### src/rtl/mc_defs_pkg.sv
// Shared encodings for the multi-cycle MIPS controller and its datapath:
// FSM states, opcode/funct values, mux/operation selects, instruction classes.
package mc_defs;

  typedef enum logic [2:0] {
    ST_FETCH = 3'b000,
    ST_DCD   = 3'b001,
    ST_EXE   = 3'b010,
    ST_MEM   = 3'b011,
    ST_WB    = 3'b100
  } state_t;

  localparam logic [5:0] OP_RTYPE   = 6'b000000;
  localparam logic [5:0] OP_ORI     = 6'b001101;
  localparam logic [5:0] OP_LUI     = 6'b001111;
  localparam logic [5:0] OP_LW      = 6'b100011;
  localparam logic [5:0] OP_SW      = 6'b101011;
  localparam logic [5:0] OP_BEQ     = 6'b000100;
  localparam logic [5:0] OP_J       = 6'b000010;
  localparam logic [5:0] FUNCT_ADDU = 6'b100001;
  localparam logic [5:0] FUNCT_SUBU = 6'b100011;

  localparam logic [1:0] ALU_ADD = 2'b00;
  localparam logic [1:0] ALU_SUB = 2'b01;
  localparam logic [1:0] ALU_OR  = 2'b10;

  localparam logic [1:0] EXT_SIGN = 2'b00;
  localparam logic [1:0] EXT_ZERO = 2'b01;
  localparam logic [1:0] EXT_LUI  = 2'b10;
  localparam logic [1:0] EXT_SHL2 = 2'b11;

  localparam logic [1:0] NPC_PC4    = 2'b00;
  localparam logic [1:0] NPC_BRANCH = 2'b01;
  localparam logic [1:0] NPC_JUMP   = 2'b10;

  // Exactly one field is set for any op/funct pair; unknown pairs land on nop.
  typedef struct packed {
    logic addu;
    logic subu;
    logic ori;
    logic lui;
    logic lw;
    logic sw;
    logic beq;
    logic j;
    logic nop;
  } instr_class_t;

endpackage

### src/rtl/mc_decode.sv
// Combinational instruction classifier: op/funct to one-hot class vector.
module mc_decode
  import mc_defs::*;
(
  input  logic [5:0]   op,
  input  logic [5:0]   funct,
  output instr_class_t cls
);

  // Anything not explicitly recognised is treated as a nop.
  always_comb begin
    cls = '0;
    case (op)
      OP_RTYPE: begin
        if (funct == FUNCT_ADDU)      cls.addu = 1'b1;
        else if (funct == FUNCT_SUBU) cls.subu = 1'b1;
        else                          cls.nop  = 1'b1;
      end
      OP_ORI:  cls.ori = 1'b1;
      OP_LUI:  cls.lui = 1'b1;
      OP_LW:   cls.lw  = 1'b1;
      OP_SW:   cls.sw  = 1'b1;
      OP_BEQ:  cls.beq = 1'b1;
      OP_J:    cls.j   = 1'b1;
      default: cls.nop = 1'b1;
    endcase
  end

endmodule

### src/rtl/mc_ctrl.sv
// Multi-cycle controller: state register, next-state logic and Moore/Mealy
// control outputs for the FETCH/DCD/EXE/MEM/WB sequence.
module mc_ctrl
  import mc_defs::*;
(
  input  logic       clk,
  input  logic       reset,
  input  logic [5:0] op,
  input  logic [5:0] funct,
  input  logic       zero,
  input  logic       mem_ready,
  output logic       pc_wr,
  output logic [1:0] npc_op,
  output logic       ir_wr,
  output logic       reg_wr,
  output logic       reg_dst,
  output logic       alu_src,
  output logic [1:0] alu_op,
  output logic [1:0] ext_op,
  output logic       mem_rd,
  output logic       mem_wr,
  output logic       mem_to_reg,
  output logic [2:0] state,
  output logic       instr_done
);

  instr_class_t cls;
  state_t       state_q;
  state_t       state_d;
  logic         hold_alu_src;
  logic [1:0]   hold_ext_op;

  mc_decode u_decode (
    .op    (op),
    .funct (funct),
    .cls   (cls)
  );

  assign state = state_q;

  // State register; reset drops straight back to FETCH without a clock.
  always_ff @(posedge clk or posedge reset) begin
    if (reset) state_q <= ST_FETCH;
    else       state_q <= state_d;
  end

  // Datapath operand selects set in EXE and kept through MEM/WB.
  always_comb begin
    hold_alu_src = cls.ori | cls.lui | cls.lw | cls.sw;
    hold_ext_op  = EXT_SIGN;
    if (cls.ori)      hold_ext_op = EXT_ZERO;
    else if (cls.lui) hold_ext_op = EXT_LUI;
    else if (cls.beq) hold_ext_op = EXT_SHL2;
  end

  // Next-state and control outputs; strobes are masked while reset is held.
  always_comb begin
    state_d    = state_q;
    pc_wr      = 1'b0;
    npc_op     = NPC_PC4;
    ir_wr      = 1'b0;
    reg_wr     = 1'b0;
    reg_dst    = 1'b0;
    alu_src    = 1'b0;
    alu_op     = ALU_ADD;
    ext_op     = EXT_SIGN;
    mem_rd     = 1'b0;
    mem_wr     = 1'b0;
    mem_to_reg = 1'b0;
    instr_done = 1'b0;
    case (state_q)
      ST_FETCH: begin
        ir_wr   = 1'b1;
        pc_wr   = 1'b1;
        npc_op  = NPC_PC4;
        state_d = ST_DCD;
      end
      ST_DCD: begin
        if (cls.j) begin
          pc_wr      = 1'b1;
          npc_op     = NPC_JUMP;
          instr_done = 1'b1;
          state_d    = ST_FETCH;
        end else if (cls.nop) begin
          instr_done = 1'b1;
          state_d    = ST_FETCH;
        end else begin
          state_d = ST_EXE;
        end
      end
      ST_EXE: begin
        alu_src = hold_alu_src;
        ext_op  = hold_ext_op;
        if (cls.subu || cls.beq) alu_op = ALU_SUB;
        else if (cls.ori)        alu_op = ALU_OR;
        if (cls.beq) begin
          pc_wr      = zero;
          npc_op     = NPC_BRANCH;
          instr_done = 1'b1;
          state_d    = ST_FETCH;
        end else if (cls.lw || cls.sw) begin
          state_d = ST_MEM;
        end else begin
          state_d = ST_WB;
        end
      end
      ST_MEM: begin
        alu_src = hold_alu_src;
        ext_op  = hold_ext_op;
        mem_rd  = cls.lw;
        mem_wr  = cls.sw;
        if (mem_ready) begin
          if (cls.lw) begin
            state_d = ST_WB;
          end else begin
            instr_done = 1'b1;
            state_d    = ST_FETCH;
          end
        end
      end
      ST_WB: begin
        alu_src    = hold_alu_src;
        ext_op     = hold_ext_op;
        reg_wr     = 1'b1;
        reg_dst    = cls.addu | cls.subu;
        mem_to_reg = cls.lw;
        instr_done = 1'b1;
        state_d    = ST_FETCH;
      end
      default: state_d = ST_FETCH;
    endcase
    if (reset) begin
      pc_wr      = 1'b0;
      ir_wr      = 1'b0;
      reg_wr     = 1'b0;
      mem_rd     = 1'b0;
      mem_wr     = 1'b0;
      instr_done = 1'b0;
    end
  end

endmodule
### config.mk
export PLATFORM = sky130hd
export DESIGN_NAME = mc_ctrl
export DESIGN_NICKNAME = d
export VERILOG_FILES = /design/src/rtl/mc_defs_pkg.sv /design/src/rtl/mc_decode.sv /design/src/rtl/mc_ctrl.sv
export SDC_FILE = /design/constraint.sdc
export NUM_CORES = 1
export LEC_CHECK = 0
export CELL_PAD_IN_SITES_DETAIL_PLACEMENT = 0
export CELL_PAD_IN_SITES_GLOBAL_PLACEMENT = 1
export CORE_ASPECT_RATIO = 0.9
export CORE_MARGIN = 2
export CORE_UTILIZATION = 26
export CTS_CLUSTER_DIAMETER = 150
export DETAILED_ROUTE_END_ITERATION = 8
export PLACE_DENSITY = 0.92
export SETUP_SLACK_MARGIN = 0.2
export SLEW_MARGIN = 30
export SYNTH_ARGS = -nofsm -noshare
export SYNTH_HDL_FRONTEND = slang
export SYNTH_HIERARCHICAL = 1
export SYNTH_SLANG_ARGS = --single-unit
### constraint.sdc
create_clock -name clk -period 5.9 [get_ports clk]
set_clock_uncertainty 0.2 [all_clocks]
set_input_delay 1.475 -clock clk [delete_from_list [all_inputs] [get_ports clk]]
set_output_delay 1.475 -clock clk [all_outputs]
set_load 0.05 [all_outputs]
==> Word-level counts from Yosys, hierarchy flattened <==
Cells that the tools add are included.
{ "totals": {"out_inout_bits": 18, "elab_cells": 76, "ff_bits": 3, "inputBits": 16} }
{ "classes": {"n_reduce_logical": 6, "muxes": 52, "n_eq_ne": 13, "bitwise_logic": 4} }
{ "op_table": {"columns": ["cell", "n"], "rows": [
  ["2-to-1 mux 1 bit", 32],
  ["== test 6 bit, second input constant", 4],
  ["2-to-1 mux 2 bit", 11],
  ["== test 6 x 4 -> 1 bit, second input constant", 2],
  ["2-to-1 mux 3 bit", 4],
  ["case mux 3 bit (4 select lines)", 1],
  ["== test 3 x 2 -> 1 bit, second input constant", 2],
  ["== test 6 x 2 -> 1 bit, second input constant", 1],
  ["== test 6 x 3 -> 1 bit, second input constant", 1],
  ["zero test 6 bit", 1],
  ["OR reduction 6 bit", 1],
  ["OR 1 bit", 4],
  ["case mux 1 bit (4 select lines)", 1],
  ["case mux 2 bit (2 select lines)", 1],
  ["== test 3 x 1 -> 1 bit, second input constant", 1],
  ["== test 3 bit, second input constant", 1],
  ["zero test 3 bit", 1],
  ["case mux 1 bit (3 select lines)", 1],
  ["OR reduction 3 bit", 1],
  ["logical OR 1 bit", 2],
  ["inequality test 2 bit, second input constant", 1],
  ["case mux 1 bit (2 select lines)", 1]
]} }

==> Depth between registers and ports, before layout <==
{ "logic_depth": {"depth_word": 8, "depth_mapped": 7, "mapped_depth_nobuf": 6} }

==> Hierarchy <==
Netlist, hierarchy kept.
{ "by_module_without_submodules": {"columns": ["mod", "cells_per_inst", "area_per_inst_um2", "instances", "seq_area_each_um2"], "rows": [
  ["mc_ctrl", 54, 402.9, 1, 75.1],
  ["mc_decode", 23, 157.7, 1, 0.0]
]} }

==> Worst setup path before layout <==
OpenSTA, ideal clock, no wires.
{ "synth_timing": {"kind": "input to output", "startpoint": "input port op[0]", "endpoint": "output port pc_wr", "n_path_buf": 1, "t_required_ns": 4.225, "arrival_ns": 3.729, "path_slack_ns": 0.496, "path_stages": 6, "cell_sequence": "or4_4 -> nor2_1 -> and2_1 -> clkbuf_2 -> nand2_1 -> a221oi_1"} }
{ "synth_rtl": {"columns": ["item", "line", "text"], "rows": [
  ["from (decl)", "mc_ctrl.sv:8", "input logic [5:0] op,"],
  ["to (decl)", "mc_ctrl.sv:12", "output logic pc_wr,"]
]} }

==> metrics <==
Die Wd 52.9 microns; global-route wire length before repair 2950 microns; Critical Path RT ~4.2 ns; Max Used Layer met3; hold_buf cts 0; met3 WL about 110 microns; post-synthesis cell count 77; Leak 0.363 nW; ratio of cells with drive above 1 in the final layout 0.184; nets around 130; switch share 0.483; Int Power 0.112 mW; Max-cap violations 0; antenna diode count 0; Synth Net Count between 90 and 100; CTS Sinks 3; Final Hold Viols 0; CP max stage delay about 0.7 ns; top_reg_cell synth dfrtp_1; worst vdd ir around 0.15 mV; Max Slew Vio Count 0; Die Ht 48.1 microns; Ys Warns 6; Hold Path Class reg2reg; Reg power frac 0.198; Area Overhead vs Synth 70.8%; headroom to the max-slew limit 0.654; starting DRC count in detailed routing 25; total gr overflow 0; Netlist cell types 38; Reg2Reg Setup Slack around 4.4 ns; post-cts sizing count 0; mapped cell area ~560 sq um; Buf/Inv on CP 2; largest net degree at the start of global routing 18; Placed Cells between 100 and 150; Worst Tran Pin Value 0.519 ns; unrepaired setup endpoints after global routing no; post-route design area around 960 sq um; vias in the first global route ~700; Initial Utilization 0.284; critical path class in2out; power per cell area 226 nW/um^2; final WL around 1700 microns; H-tree depth 1; routed length on met2 slightly above 800 microns; Finished Layout Cells around 140; M1 WL around 800 microns; Post-DP HPWL approximately 1300 microns; Top Ports 34; ordered list of cells on the worst path clkdlybuf4s50_1 > or4_4 > nor2_1 > and3_1 > nor2_1 > and3_1 > clkdlybuf4s50_1; status finished, final reports clean; Avg Cell Area, Syn 7.28 sq um; post-synthesis sequential area ratio 0.134; DIE AREA between 2000 and 3000 sq um; vias per inst between 5 and 6; core outline area between 1500 and 2000 sq um; slowest CP cell clkdlybuf4s50_1; worst-skew pair later-pin latency 0.23 ns; TritonCTS clock tree yes; Comb power frac 0.629; Total Routing Usage GR 0.154; Largest delay share family, worst path buffers and inverters; setup TNS 0 ns; antenna violations before repair 0; Routed Antenna Nets 0; multi-input logic area around 450 sq um; CP endpoint kind output pin; setup bufs post-CTS 0; Fmax about 180 MHz; post-route minimum period approximately 5.5 ns; routability cong. roughly 0.8; CTS buffer count 3; clock network fraction of total power 0.173; clock transition time at the flip-flop clock pins of the worst setup and hold paths approximately 0.040 ns; clock tree buffer depth 2; CTS Root Buffer Type clkbuf_4; max reg flops 3; routed vias roughly 710; post-route DRC violation count 0; register area 75.1 sq um; PortBufs 33; standard-cell rows 15; WP data arrival around 3.9 ns; final setup fails 0; share of flip-flops with an asynchronous set or reset 1.00; drt pass-1 iters 5; DP Area between 900 and 1000 sq um; routed wire length per instance ~12 microns; Sw Pwr roughly 0.10 mW; FF+latch count, synth 3; Final period util 0.936; CP max FO 6; Layout fillers 201; Post-synth EDFFs 0; Worst Setup Start Kind input pin
-- power by group through the flow --
| stage | Combinational, mW | Sequential [mW] | Clock [mW] |
|---|---|---|---|
| after floorplan | 0.0839 | 0.0480 | 0 |
| after global placement | 0.135 | 0.0428 | 0 |
| after detailed placement | 0.136 | 0.0430 | 0 |
| after CTS | 0.137 | 0.0426 | 0.0382 |
| after global routing | 0.145 | 0.0449 | 0.0396 |
| final | 0.136 | 0.0427 | 0.0374 |
-- cells in the final DEF, fill, tap and decap left out, types with 2 or more instances in the layout --
| cell type | count |
|---|---|
| clkdlybuf4s50_1 | 27 |
| nor2b_1 | 2 |
| nand2_1 | 6 |
| clkbuf_4 | 3 |
| nor3b_1 | 3 |
| buf_4 | 7 |
| nor4_1 | 2 |
| o21a_1 | 2 |
| nor2_1 | 12 |
| nand2b_1 | 3 |
| dfrtp_1 | 3 |
| nand4b_1 | 2 |
| nor3_1 | 2 |
| a32oi_1 | 2 |
| buf_12 | 2 |
| and3_1 | 4 |
| a21oi_1 | 3 |
| inv_1 | 3 |
| and2_1 | 5 |
-- path summary, 6_finish.rpt --
kind	startpoint	endpoint	depth (start not counted)
min in group asynchronous	reset	state[1]	2
worst max register to register	state[1]	state[2]	3
worst min-delay path	state[2]	state[2]	1
worst max-delay path	op[0]	alu_op[1]	7
max in group asynchronous	reset	state[0]	2
worst min register to register	state[2]	state[2]	1
-- Yosys cell counts, types with 3 or more instances --
cell	number	area [sq um]
nor3b_1	3	22.5
nand2b_1	3	18.8
a21oi_1	3	15.0
dfrtp_1	3	75.1
inv_1	3	11.3
and3_1	4	25.0
and2_1	5	31.3
nand2_1	6	22.5
nor2_1	12	45.0
-- through the flow --
stage	util	hold slack [ns]	worst slack, ns	total power [mW]
2_1_floorplan	-	0.629	0.496	0.132
3_3_place_gp	0.472	0.381	0.447	0.178
3_5_place_dp	0.472	0.379	0.392	0.179
4_1_cts	0.486	0.384	0.393	0.218
5_1_grt	0.486	0.419	0.248	0.230
6_report	0.486	0.386	0.375	0.216
-- routing by layer --
metal | vias to the layer above | track usage
li1 | 359 | -
met5 | - | 0
met4 | 0 | 0.0667
met2 | 23 | 0.273
met1 | 332 | 0.198
met3 | 0 | 0.00625
-- cell families after synthesis --
logic type / synth area share
AOI/OAI and AO/OA: 0.241
buffers and inverters: 0.0625
DFF: 0.134
muxes: 0.0201
and+or+nand+nor: 0.542
-- layout make-up --
| class | count | area share |
|---|---|---|
| clock buffer | 4 | 0.0275 |
| inverter | 3 | 0.0118 |
| multi-input combinational | 68 | 0.471 |
| sequential | 3 | 0.0784 |
| tap | 25 | 0.0327 |
| timing repair buffer | 36 | 0.379 |
Note: power is estimated with default switching activity, not from simulation.
==> RTL change, RTL diff (same flow settings) <==
Make the reset (`reset`) synchronous in one clocked block.
--- a/src/rtl/mc_ctrl.sv
+++ b/src/rtl/mc_ctrl.sv
@@ -40,5 +40,5 @@
 
   // State register; reset drops straight back to FETCH without a clock.
-  always_ff @(posedge clk or posedge reset) begin
+  always_ff @(posedge clk) begin
     if (reset) state_q <= ST_FETCH;
     else       state_q <= state_d;
Check against the original RTL: differs if reset is asserted again (counterexample within 4 cycles, from zero or initial values and one cycle with reset high); with reset held inactive, the same outputs for 10 cycles.
==> RTL change against the unedited design <==
  * Worst setup slack improved by 0.027 ns
  * Wire length is 4.2% lower
  * Synthesized cell count fell by 2.6%
  * Final area decreased by 5.8%
  * Register-to-register slack got worse by 0.13 ns
  * Largest cell class unchanged
  * Maximum frequency rose by 0.49%
  * Sequential cell count unchanged
  * Synthesized area decreased by 6.0%
  * Cell count is 2.9% lower
  * Die area decreased by 5.6%
  * Core utilization down 1.4 points
Power is not compared: it rests on default switching activity, and its combinational part moved more than twofold at a synthesized area within 25%.
==> RTL change: results (changes against the unedited design) <==
- The final standard cell count with taps included and fillers excluded is 135 (was 139).
- Non-Clock Buffer Area Fraction: 39.39% (was 37.91%)
- The source of the worst register-to-register timing path was state[2] (was state[1]).
* Met3 routed WL: 65 µm (was 106 µm)
- First-pass GRT wire length: 2.553 mm (was 2.953 mm)
- The share of cells above drive strength 1 is 13.64% (was 18.42%).
- Met3 routing resource usage after global routing: 2.273% (was 0.6250%)
- The final layout net count was 127 (was 131).
- Result of the run: completed (unchanged)
* Nets in the synthesized netlist: 91 (was 93)
* Critical path peak fanout: 7 (was 6)
- The final hold slack came to 0.4207 ns (was 0.3864 ns).
- Met2 Resource Use GR: 22.05% (was 27.25%)
- Overall global routing resource usage: 13.96% (was 15.37%)
- Routed WL per cell: 12.07 µm (was 12.24 µm)
- Buffers excl. clock: 34 (was 36)
- The routability congestion estimate is 0.7569 (was 0.7883).
- The portion of the layout cell area used by clock cells came to 2.913% (was 2.745%).
* Post-Place Cell Area: 870.8 µm² (was 930.9 µm²)
* Met1 track utilization from global routing: 18.92% (was 19.81%)
- Setup slack, reg-to-reg: 4.30 ns (was 4.43 ns)
- Endpoint of the worst hold path: state[2] (unchanged)
* Gate Count Post-Synth: 75 (was 77)
- Sequential cell area fraction in the yosys report: 11.40% (was 13.39%)
* Most area-consuming cells after synthesis: sky130_fd_sc_hd__dfxtp_1 11%, sky130_fd_sc_hd__nor2_1 11%, sky130_fd_sc_hd__nor3_1 5.7% (was sky130_fd_sc_hd__dfrtp_1 13%, sky130_fd_sc_hd__nor2_1 8.0%, sky130_fd_sc_hd__and2_1 5.6%)
[RTL change: worst max path at each step]
stage	depth (start not counted)	endpoint	slack [ns]	startpoint
5_1_grt	6	alu_src	0.20	op[2]
4_1_cts	6	npc_op[0]	0.30	op[4]
3_3_place_gp	7	alu_op[1]	0.36	op[0]
6_report	6	alu_src	0.40	op[2]
3_5_place_dp	6	npc_op[0]	0.30	op[4]
2_1_floorplan	6	pc_wr	0.55	op[0]
[RTL change: power breakdown]
part	internal (mW)	switching, mW
Sequential	0.0211	0.00256
Combinational	0.0204	0.0199
Clock	0.0254	0.0115
[RTL change: cell families (layout without fill, tap and decap cells)]
group	Yosys count	count (layout)	share of synthesized area (%)
AO/OA/AOI/OAI	14	14	19.95
buffers and inverters	5	40	8.552
flip-flops	3	3	11.40
AND/OR/NAND/NOR	53	53	60.10
[RTL change: repair_timing]
action	CTS	global route
endpoints found under the hold margin	0	0
resized for setup	0	2
setup endpoints to repair	0	2
